--- config.mk ---
export PLATFORM = sky130hd
export DESIGN_NAME = cpu_dmem_master_flat
export DESIGN_NICKNAME = d
export VERILOG_FILES = /design/src/rtl/cpu_dmem_master_if.sv /design/src/rtl/cpu_dmem_master.sv /design/src/flat_wrapper.sv
export SDC_FILE = /design/constraint.sdc
export NUM_CORES = 1
export LEC_CHECK = 0
export CAP_MARGIN = 15
export CORE_AREA = 2 2 115 117
export CTS_BUF_LIST = sky130_fd_sc_hd__clkbuf_4
export DETAILED_ROUTE_END_ITERATION = 16
export DIE_AREA = 0 0 117 119
export PLACE_DENSITY = 0.85
export SKIP_LAST_GASP = 1
export SYNTH_ARGS = -nofsm -noshare
export SYNTH_HDL_FRONTEND = slang
export SYNTH_SLANG_ARGS = --single-unit
--- constraint.sdc ---
create_clock -name clk_i -period 6.78 [get_ports clk_i]
set_input_delay 1.356 -clock clk_i [delete_from_list [all_inputs] [get_ports clk_i]]
set_output_delay 1.356 -clock clk_i [all_outputs]
set_load 0.03 [all_outputs]
--- src/rtl/cpu_dmem_master_if.sv ---
// cpu_dmem_master_if: write-stage request/response channel plus the Wishbone data bus.
// Signal suffixes (_i/_o) are seen from the cpu_dmem_master side.
interface cpu_dmem_master_if;
    logic        req_valid_i, req_ready_o, req_we_i, req_signed_i;
    logic [1:0]  req_size_i;
    logic [31:0] req_addr_i, req_data_i;
    logic        rsp_valid_o, rsp_err_o;
    logic [31:0] rsp_data_o;
    logic [31:0] wb_D_adr_o, wb_D_dat_o, wb_D_dat_i;
    logic [3:0]  wb_D_sel_o;
    logic        wb_D_we_o, wb_D_cyc_o, wb_D_stb_o, wb_D_ack_i, wb_D_err_i;
    modport master (
        input  req_valid_i, req_we_i, req_size_i, req_signed_i, req_addr_i, req_data_i,
        input  wb_D_dat_i, wb_D_ack_i, wb_D_err_i,
        output req_ready_o, rsp_valid_o, rsp_data_o, rsp_err_o,
        output wb_D_adr_o, wb_D_dat_o, wb_D_sel_o, wb_D_we_o, wb_D_cyc_o, wb_D_stb_o
    );
    modport slave (
        output req_valid_i, req_we_i, req_size_i, req_signed_i, req_addr_i, req_data_i,
        output wb_D_dat_i, wb_D_ack_i, wb_D_err_i,
        input  req_ready_o, rsp_valid_o, rsp_data_o, rsp_err_o,
        input  wb_D_adr_o, wb_D_dat_o, wb_D_sel_o, wb_D_we_o, wb_D_cyc_o, wb_D_stb_o
    );
endinterface

--- src/rtl/cpu_dmem_master.sv ---
// cpu_dmem_master: single-outstanding load/store unit driving a classic Wishbone data bus
// with big-endian byte lanes, load extension and a bounded ack wait.
module cpu_dmem_master #(
    parameter int unsigned TIMEOUT = 255
) (
    input logic               clk_i,
    input logic               rst_i,
    cpu_dmem_master_if.master bus
);
    typedef enum logic [1:0] {IDLE, BUS, RESP} state_e;
    state_e      state_q, state_d;
    logic        ready_q, ready_d, pend_q, pend_d, cyc_q, cyc_d, we_q, we_d, sgn_q, sgn_d;
    logic        rsp_valid_q, rsp_valid_d, rsp_err_q, rsp_err_d;
    logic [1:0]  size_q, size_d, off_q, off_d;
    logic [3:0]  sel_q, sel_d;
    logic [31:0] adr_q, adr_d, dat_q, dat_d, rsp_data_q, rsp_data_d, load_val;
    logic [15:0] cnt_q, cnt_d, half_sh;
    logic [7:0]  byte_sh;
    logic        accept, bad, timeout, term;
    assign accept  = bus.req_valid_i && ready_q;
    assign bad     = (bus.req_size_i == 2'b11) || (bus.req_size_i == 2'b01 && bus.req_addr_i[0]) ||
                     (bus.req_size_i == 2'b10 && bus.req_addr_i[1:0] != 2'b00);
    assign timeout = (cnt_q + 16'd1) == 16'(TIMEOUT);
    assign term    = bus.wb_D_ack_i || bus.wb_D_err_i || timeout;
    // Lane 00 lives in bits 31:24, so the shift distance is the inverted offset.
    assign byte_sh  = 8'(bus.wb_D_dat_i >> {~off_q, 3'b000});
    assign half_sh  = 16'(bus.wb_D_dat_i >> {~off_q[1], 4'b0000});
    assign load_val = size_q == 2'b00 ? {{24{sgn_q & byte_sh[7]}}, byte_sh} :
                      size_q == 2'b01 ? {{16{sgn_q & half_sh[15]}}, half_sh} : bus.wb_D_dat_i;
    always_comb begin
        state_d     = state_q;
        ready_d     = ready_q;
        pend_d      = pend_q;
        cyc_d       = cyc_q;
        we_d        = we_q;
        sgn_d       = sgn_q;
        size_d      = size_q;
        off_d       = off_q;
        sel_d       = sel_q;
        adr_d       = adr_q;
        dat_d       = dat_q;
        cnt_d       = cnt_q;
        rsp_valid_d = rsp_valid_q;
        rsp_err_d   = rsp_err_q;
        rsp_data_d  = rsp_data_q;
        if (state_q == IDLE) begin
            ready_d = 1'b1;
            // A rejected request waits one cycle so errors keep the zero-wait response cadence.
            if (pend_q) begin
                state_d     = RESP;
                ready_d     = 1'b0;
                pend_d      = 1'b0;
                rsp_valid_d = 1'b1;
                rsp_err_d   = 1'b1;
                rsp_data_d  = '0;
            end else if (accept) begin
                ready_d = 1'b0;
                size_d  = bus.req_size_i;
                sgn_d   = bus.req_signed_i;
                off_d   = bus.req_addr_i[1:0];
                if (bad) begin
                    pend_d = 1'b1;
                end else begin
                    state_d = BUS;
                    cyc_d   = 1'b1;
                    we_d    = bus.req_we_i;
                    cnt_d   = '0;
                    adr_d   = {bus.req_addr_i[31:2], 2'b00};
                    sel_d   = bus.req_size_i == 2'b00 ? 4'b1000 >> bus.req_addr_i[1:0] :
                              bus.req_size_i == 2'b01 ? (bus.req_addr_i[1] ? 4'b0011 : 4'b1100) : 4'b1111;
                    dat_d   = bus.req_size_i == 2'b00 ? {4{bus.req_data_i[7:0]}} :
                              bus.req_size_i == 2'b01 ? {2{bus.req_data_i[15:0]}} : bus.req_data_i;
                end
            end
        end else if (state_q == BUS) begin
            cnt_d = cnt_q + 16'd1;
            if (term) begin
                state_d     = RESP;
                cyc_d       = 1'b0;
                we_d        = 1'b0;
                sel_d       = '0;
                rsp_valid_d = 1'b1;
                rsp_err_d   = bus.wb_D_err_i || !bus.wb_D_ack_i;
                rsp_data_d  = (rsp_err_d || we_q) ? '0 : load_val;
            end
        end else begin
            state_d     = IDLE;
            ready_d     = 1'b1;
            rsp_valid_d = 1'b0;
            rsp_err_d   = 1'b0;
            rsp_data_d  = '0;
        end
    end
    always_ff @(posedge clk_i or negedge rst_i) begin
        if (!rst_i) begin
            state_q     <= IDLE;
            ready_q     <= 1'b0;
            pend_q      <= 1'b0;
            cyc_q       <= 1'b0;
            we_q        <= 1'b0;
            sgn_q       <= 1'b0;
            size_q      <= '0;
            off_q       <= '0;
            sel_q       <= '0;
            adr_q       <= '0;
            dat_q       <= '0;
            cnt_q       <= '0;
            rsp_valid_q <= 1'b0;
            rsp_err_q   <= 1'b0;
            rsp_data_q  <= '0;
        end else begin
            state_q     <= state_d;
            ready_q     <= ready_d;
            pend_q      <= pend_d;
            cyc_q       <= cyc_d;
            we_q        <= we_d;
            sgn_q       <= sgn_d;
            size_q      <= size_d;
            off_q       <= off_d;
            sel_q       <= sel_d;
            adr_q       <= adr_d;
            dat_q       <= dat_d;
            cnt_q       <= cnt_d;
            rsp_valid_q <= rsp_valid_d;
            rsp_err_q   <= rsp_err_d;
            rsp_data_q  <= rsp_data_d;
        end
    end
    assign bus.req_ready_o = ready_q;
    assign bus.rsp_valid_o = rsp_valid_q;
    assign bus.rsp_err_o   = rsp_err_q;
    assign bus.rsp_data_o  = rsp_data_q;
    assign bus.wb_D_adr_o  = adr_q;
    assign bus.wb_D_dat_o  = dat_q;
    assign bus.wb_D_sel_o  = sel_q;
    assign bus.wb_D_we_o   = we_q;
    assign bus.wb_D_cyc_o  = cyc_q;
    assign bus.wb_D_stb_o  = cyc_q;
endmodule

--- src/flat_wrapper.sv ---
// flat-port wrapper written by rule: the top's interface ports become plain ports
module cpu_dmem_master_flat 
#(
    parameter int unsigned TIMEOUT = 255
)
  (clk_i, rst_i, bus_req_valid_i, bus_req_we_i, bus_req_size_i, bus_req_signed_i, bus_req_addr_i, bus_req_data_i, bus_wb_D_dat_i, bus_wb_D_ack_i, bus_wb_D_err_i, bus_req_ready_o, bus_rsp_valid_o, bus_rsp_data_o, bus_rsp_err_o, bus_wb_D_adr_o, bus_wb_D_dat_o, bus_wb_D_sel_o, bus_wb_D_we_o, bus_wb_D_cyc_o, bus_wb_D_stb_o);
  cpu_dmem_master_if bus_i ();
  input logic clk_i;
  input logic rst_i;
  input wire logic [$bits(bus_i.req_valid_i)-1:0] bus_req_valid_i;
  input wire logic [$bits(bus_i.req_we_i)-1:0] bus_req_we_i;
  input wire logic [$bits(bus_i.req_size_i)-1:0] bus_req_size_i;
  input wire logic [$bits(bus_i.req_signed_i)-1:0] bus_req_signed_i;
  input wire logic [$bits(bus_i.req_addr_i)-1:0] bus_req_addr_i;
  input wire logic [$bits(bus_i.req_data_i)-1:0] bus_req_data_i;
  input wire logic [$bits(bus_i.wb_D_dat_i)-1:0] bus_wb_D_dat_i;
  input wire logic [$bits(bus_i.wb_D_ack_i)-1:0] bus_wb_D_ack_i;
  input wire logic [$bits(bus_i.wb_D_err_i)-1:0] bus_wb_D_err_i;
  output wire logic [$bits(bus_i.req_ready_o)-1:0] bus_req_ready_o;
  output wire logic [$bits(bus_i.rsp_valid_o)-1:0] bus_rsp_valid_o;
  output wire logic [$bits(bus_i.rsp_data_o)-1:0] bus_rsp_data_o;
  output wire logic [$bits(bus_i.rsp_err_o)-1:0] bus_rsp_err_o;
  output wire logic [$bits(bus_i.wb_D_adr_o)-1:0] bus_wb_D_adr_o;
  output wire logic [$bits(bus_i.wb_D_dat_o)-1:0] bus_wb_D_dat_o;
  output wire logic [$bits(bus_i.wb_D_sel_o)-1:0] bus_wb_D_sel_o;
  output wire logic [$bits(bus_i.wb_D_we_o)-1:0] bus_wb_D_we_o;
  output wire logic [$bits(bus_i.wb_D_cyc_o)-1:0] bus_wb_D_cyc_o;
  output wire logic [$bits(bus_i.wb_D_stb_o)-1:0] bus_wb_D_stb_o;
  assign bus_i.req_valid_i = bus_req_valid_i;
  assign bus_i.req_we_i = bus_req_we_i;
  assign bus_i.req_size_i = bus_req_size_i;
  assign bus_i.req_signed_i = bus_req_signed_i;
  assign bus_i.req_addr_i = bus_req_addr_i;
  assign bus_i.req_data_i = bus_req_data_i;
  assign bus_i.wb_D_dat_i = bus_wb_D_dat_i;
  assign bus_i.wb_D_ack_i = bus_wb_D_ack_i;
  assign bus_i.wb_D_err_i = bus_wb_D_err_i;
  assign bus_req_ready_o = bus_i.req_ready_o;
  assign bus_rsp_valid_o = bus_i.rsp_valid_o;
  assign bus_rsp_data_o = bus_i.rsp_data_o;
  assign bus_rsp_err_o = bus_i.rsp_err_o;
  assign bus_wb_D_adr_o = bus_i.wb_D_adr_o;
  assign bus_wb_D_dat_o = bus_i.wb_D_dat_o;
  assign bus_wb_D_sel_o = bus_i.wb_D_sel_o;
  assign bus_wb_D_we_o = bus_i.wb_D_we_o;
  assign bus_wb_D_cyc_o = bus_i.wb_D_cyc_o;
  assign bus_wb_D_stb_o = bus_i.wb_D_stb_o;
  cpu_dmem_master #(.TIMEOUT(TIMEOUT)) u_core (.clk_i(clk_i), .rst_i(rst_i), .bus(bus_i));
endmodule
Word level (Yosys, flattened, before mapping) --
Index checks and enable logic that the tools add are counted.
Storage, ports and cells: output and inout port bits 106, memory bits (read-only) 0, bits in latches 0, register bits 127, input bits 105, RAM bits 0, memories 0, word-level logic and storage cells 114
Operators by class: $lt $le $gt $ge 0, multiply operators 0, add/subtract/negate cells 1, muxes and demuxes 53, eq/ne operators 14, div/mod/pow operators 0, bitwise logic cells 6, reduce and logical (&&, ||, !) cells 22, shift-type cells 3
Operators by type and width (count):
- 32-bit 2-to-1 mux | 9
- 16-bit 2-to-1 mux | 5
- 4-bit 2-to-1 mux | 9
- 32-bit by 5-bit right shift with 16-bit output | 1
- 32-bit by 5-bit right shift with 8-bit output | 1
- 1-bit 2-to-1 mux | 24
- 16-bit by 1-bit adder with 16-bit output (second input constant) | 1
- 16-bit by 8-bit == test with 1-bit output (second input constant) | 1
- 2-bit 2-to-1 mux | 6
- 4-bit AND reduction | 2
- 2-bit by 1-bit == test with 1-bit output (second input constant) | 3
- 2-bit logical NOT | 3
- 1-bit logical OR | 6
- 2-bit by 1-bit inequality test with 1-bit output (second input constant) | 3
- 3-bit by 1-bit inequality test with 1-bit output (second input constant) | 2
- 3-bit AND reduction | 2
- 2-bit nonzero test | 3
- 5-bit AND reduction | 1
- 2-bit == test (second input constant) | 2
- 2-bit inequality test (second input constant) | 2
- 4-bit by 2-bit right shift with 4-bit output (first input constant) | 1
- 1-bit logical AND | 3
- 3-bit by 2-bit inequality test with 1-bit output (second input constant) | 1
- 1-bit NOT | 3
- other kinds (4) | 5

Longest topological paths before layout --
depth in word-level cells 9, depth in mapped cells 9

Least setup slack after synthesis --
Ideal clock, no wire load.
path kind input port to flip-flop, start in bus_req_size_i[1], end reg u_core.state_q[0], buffers on the path 4, data arrival time 2729 ps, library setup time 143 ps, required time 6637 ps, stages 8, setup slack 3908 ps, path through clkbuf_1 > o21a_1 > o22ai_1 > nand2b_1 > clkbuf_1 > clkbuf_1 > clkbuf_1 > o21ai_0
On the way: cells in the longest elaborated chain, start to end 6, elaborated cells on any way between the ends 9, those cells by class eq/ne (4); reduce/logical (5)
Ends and longest elaborated chain:
- start: declaration | RTL line flat_wrapper.sv:12 | input wire logic [$bits(bus_i.req_size_i)-1:0] bus_req_size_i;
- 2-bit by 1-bit == test with 1-bit output | RTL line cpu_dmem_master.sv:21 | assign bad = (bus.req_size_i == 2'b11) || (bus.req_size_i == 2'b01 && bus.req_addr_i[0]) ||
- 1-bit logical AND | RTL line cpu_dmem_master.sv:21
- 1-bit logical OR | RTL line cpu_dmem_master.sv:21
- 1-bit logical OR * | RTL line cpu_dmem_master.sv:21
- 3-bit by 2-bit inequality test with 1-bit output (no source line) *
- 3-bit AND reduction (no source line) *
- end signal: assignment | RTL line cpu_dmem_master.sv:112 | state_q <= state_d;
- end: declaration | RTL line cpu_dmem_master.sv:11 | state_e state_q, state_d;
Mark *: on every way between the ends. The rest lies on a longest branch, timed or not. A chain may end at the register's enable or synchronous reset.

Worst setup path after layout --
start in bus_req_size_i[0], end reg u_core.cnt_q[6]
On the way: cells in the longest elaborated chain, start to end 6, elaborated cells on any way between the ends 9, those cells by class eq/ne (4); reduce/logical (5)
Ends and longest elaborated chain:
- 2-bit by 1-bit == test with 1-bit output | RTL line cpu_dmem_master.sv:21
- 1-bit logical AND | RTL line cpu_dmem_master.sv:21
- 1-bit logical OR | RTL line cpu_dmem_master.sv:21
- 1-bit logical OR * | RTL line cpu_dmem_master.sv:21
- 2-bit inequality test (no source line) *
- 4-bit AND reduction (no source line) *
- end signal: assignment | RTL line cpu_dmem_master.sv:123 | cnt_q <= cnt_d;
- end: declaration | RTL line cpu_dmem_master.sv:17 | logic [15:0] cnt_q, cnt_d, half_sh;
Marked as above.

==> run_results.csv <==
group,metric,value,unit
status,status,"completed",
worst_setup_path,cpPeakStageDelay,1.03,ns
yosys,synth.most_common_cell,"nand2_1",
sta,finalSetupTns,0,ns
finish,antenna_cells,0,
floorplanning,ios,211,
worst_setup_path,path_cells,"clkdlybuf4s50_1 -> o22a_1 -> nor3_1 -> o21bai_1 -> buf_4 -> o21ai_0 -> o41ai_1",
drt,viasPerCell,5.492,
sta,hold_viol,0,
floorplanning,die-area,13920,um2
min_path,hold_class,"register to register",
yosys,ys_ff_latch,127,
place,dpl.hpwl,12520,um
worst_setup_path,critPathMaxFanout,18,
yosys,synth_top_cell_area_share,0.5044,
worst_setup_path,critPathRequiredTime,7.21,ns
sta,rsz0062_at_grt,"false",
clock_tree,htreeDepth,4,
sta,worst_pin_slew,0.9978,ns
run,maxCapViolations,0,
global_routing,globalRouteTotalUtil,0.2597,
sta,finClkSkew,0.01332,ns
clock_tree,ctsHoldBuffers,0,
sta,relSlewSlack,0.3323,
drt,routed_wl,17530,um
drt,final_antenna_net_count,0,
yosys,ys_warn_count,0,
clock_tree,cts_setup_buffers,0,
drt,drc,0,
yosys,synth_cells,664,
finish,areaGrowthSynthToFinish,39.34,%
floorplanning,rows,42,
worst_setup_path,cpLargestDelayFamily,"buffers and inverters",
yosys,async_flop_share,1.000,
sta,period_share,0.4748,
drt,drtIter0Drc,320,
yosys,synth_commonest_cells,"nand2_1, dfrtp_1, o21ai_0",
pwr,power_density,410.1,nW/um2
clock_tree,clk_pin_slew,0.11,ns
finish,drive_gt1_frac,0.06952,
place,io_buffers,208,
yosys,synth_top_area_cell,"dfrtp_1",
worst_setup_path,slowest_stage,"clkdlybuf4s50_1",
clock_tree,tritoncts,"yes",
sta,fmax,310.6,MHz
worst_setup_path,crit_buf_inv,2,
yosys,synth_edf_count,0,
place,gp_congestion,0.8283,
global_routing,grt_pass1_vias,5793,
sta,timing.hold.ws,0.4825,ns
global_routing,antenna_found_initial,0,
clock_tree,cts_buffer_depth,2,
floorplanning,die-height,119,um
yosys,avgSynthCellArea,9.490,um2
clock_tree,post_cts_resized,0,
floorplanning,start_util,0.4894,
clock_tree,clk_latency,0.54,ns
yosys,yosysSeqAreaShare,0.5044,
global_routing,grt_max_degree,88,
drt,via_count,5706,
global_routing,grt_overflow_total,0,
yosys,synth_cell_types,54,
clock_tree,cts_made_buffers,17,
worst_setup_path,crit_path_start_kind,"input pin",
drt,wl_per_cell,16.88,um
clock_tree,root_buffer,"clkbuf_4",
yosys,netlist_area,6301,um2
worst_setup_path,worstSetupPathType,"input pin to register",
floorplanning,core,12870,um2
sta,setup_viol,0,
worst_setup_path,end_kind,"register",
clock_tree,cts_num_sinks,127,
yosys,ys_top_cells_by_area,"dfrtp_1, nand2_1, mux2i_1, o21ai_0, mux4_2",
worst_setup_path,crit_arrival,3.65,ns
sta,drv_slew,0,
drt,drt_first_pass_iters,5,
floorplanning,die_w,117,um
finish,fin_nets,957,
pwr,irDropWorstVdd,287.1,uV
global_routing,grt_pass1_wl,28280,um
sta,period_needed,3.219,ns
yosys,synth_ff_type,"dfrtp_1",
pwr,p_leak,3.912,nW
==> cells in the final DEF, fill, tap and decap left out, types with 4 or more instances in the layout <==
cell / synthesis / layout
a21oi_1: 29 / 29
nand3_1: 6 / 6
a31oi_1: 5 / 5
mux4_2: 8 / 8
o2bb2ai_1: 9 / 9
a21o_1: 7 / 7
bufinv_16: 0 / 4
buf_4: 3 / 8
clkdlybuf4s50_1: 0 / 207
nor3_1: 6 / 6
o21ai_0: 70 / 70
a22o_1: 16 / 16
nand2b_1: 18 / 17
mux2_2: 5 / 5
nor2_1: 34 / 33
clkbuf_4: 0 / 18
xnor2_1: 6 / 6
nand2_1: 170 / 170
inv_1: 6 / 6
dfrtp_1: 127 / 127
clkinv_1: 0 / 6
mux2i_1: 40 / 40
==> layout make-up <==
type / count / area, um2
timing repair buffer: 216 / 2160
clock inverter: 14 / 171.4
multi-input combinational: 482 / 2893
clock buffer: 18 / 135.1
sequential: 127 / 3178
fill: 966 / 4095
tap: 176 / 220.2
inverter: 6 / 22.52
==> path summary, 6_finish.rpt <==
check	startpoint	end	slack [ns]	cells past startpoint
setup reg to reg	u_core.state_q[0]	u_core.bus.rsp_data_o[17]	3.73	5
min in group asynchronous	rst_i	u_core.cnt_q[14]	0.79	1
hold reg to reg	u_core.bus.wb_D_adr_o[30]	u_core.bus.wb_D_adr_o[30]	0.48	2
max in group asynchronous	rst_i	u_core.bus.wb_D_adr_o[23]	4.88	3
hold / removal	u_core.bus.wb_D_adr_o[30]	u_core.bus.wb_D_adr_o[30]	0.48	2
setup / recovery	bus_req_size_i[0]	u_core.cnt_q[6]	3.56	7
==> kinds of logic (layout without fill, tap and decap cells) <==
| logic type | Yosys count | in the layout | synth area share |
|---|---|---|---|
| compound gates | 160 | 160 | 0.1585 |
| xor+xnor | 7 | 7 | 0.009730 |
| fa+ha+maj | 2 | 2 | 0.003971 |
| buf+inv | 56 | 254 | 0.03872 |
| flops | 127 | 127 | 0.5044 |
| mux | 53 | 53 | 0.1011 |
| other cells | 1 | 2 | 0.0005951 |
| simple gates | 258 | 258 | 0.1831 |
==> tightest hold or removal path, delay by kind of cell, from the launching register on <==
family | cells | cell delay, ns
flops | 1 | 0.36
simple gates | 2 | 0.10
==> stage by stage <==
| stage | total power [mW] | utilization | worst slack (ns) | std cells | cell area, um2 |
|---|---|---|---|---|---|
| 2_1_floorplan | 2.309 | - | 3.908 | 665 | 6305 |
| 3_3_place_gp | 2.972 | 0.6560 | 3.160 | 1006 | 8446 |
| 3_5_place_dp | 3.036 | 0.6560 | 3.022 | 1006 | 8446 |
| 4_1_cts | 3.614 | 0.6798 | 3.624 | 1038 | 8752 |
| 5_1_grt | 3.810 | 0.6819 | 3.448 | 1039 | 8780 |
| 6_report | 3.600 | 0.6819 | 3.561 | 1039 | 8780 |
==> registers in the layout (all words and copies together), names as in the netlist <==
register                flops
u_core.pend_q               1
u_core.cnt_q               16
u_core.bus.wb_D_adr_o      30
u_core.bus.req_ready_o      1
u_core.bus.rsp_data_o      32
u_core.bus.rsp_valid_o      1
u_core.size_q               2
u_core.bus.wb_D_sel_o       4
u_core.bus.wb_D_we_o        1
u_core.sgn_q                1
u_core.bus.wb_D_cyc_o       1
u_core.bus.rsp_err_o        1
u_core.bus.wb_D_dat_o      32
u_core.state_q              2
u_core.off_q                2
==> per-layer routing <==
metal,wire [um],GRT usage
met5,0,0
met4,495,0.09632
met3,1594,0.1008
met2,8768,0.4339
met1,6675,0.2998
==> report_power, final <==
group	internal, mW	total (mW)	switching, mW
Clock	0.290	0.573	0.283
Sequential	1.02	1.25	0.231
Combinational	0.736	1.78	1.04
Total	2.04	3.60	1.56
Power figures use the tool's default switching activity.
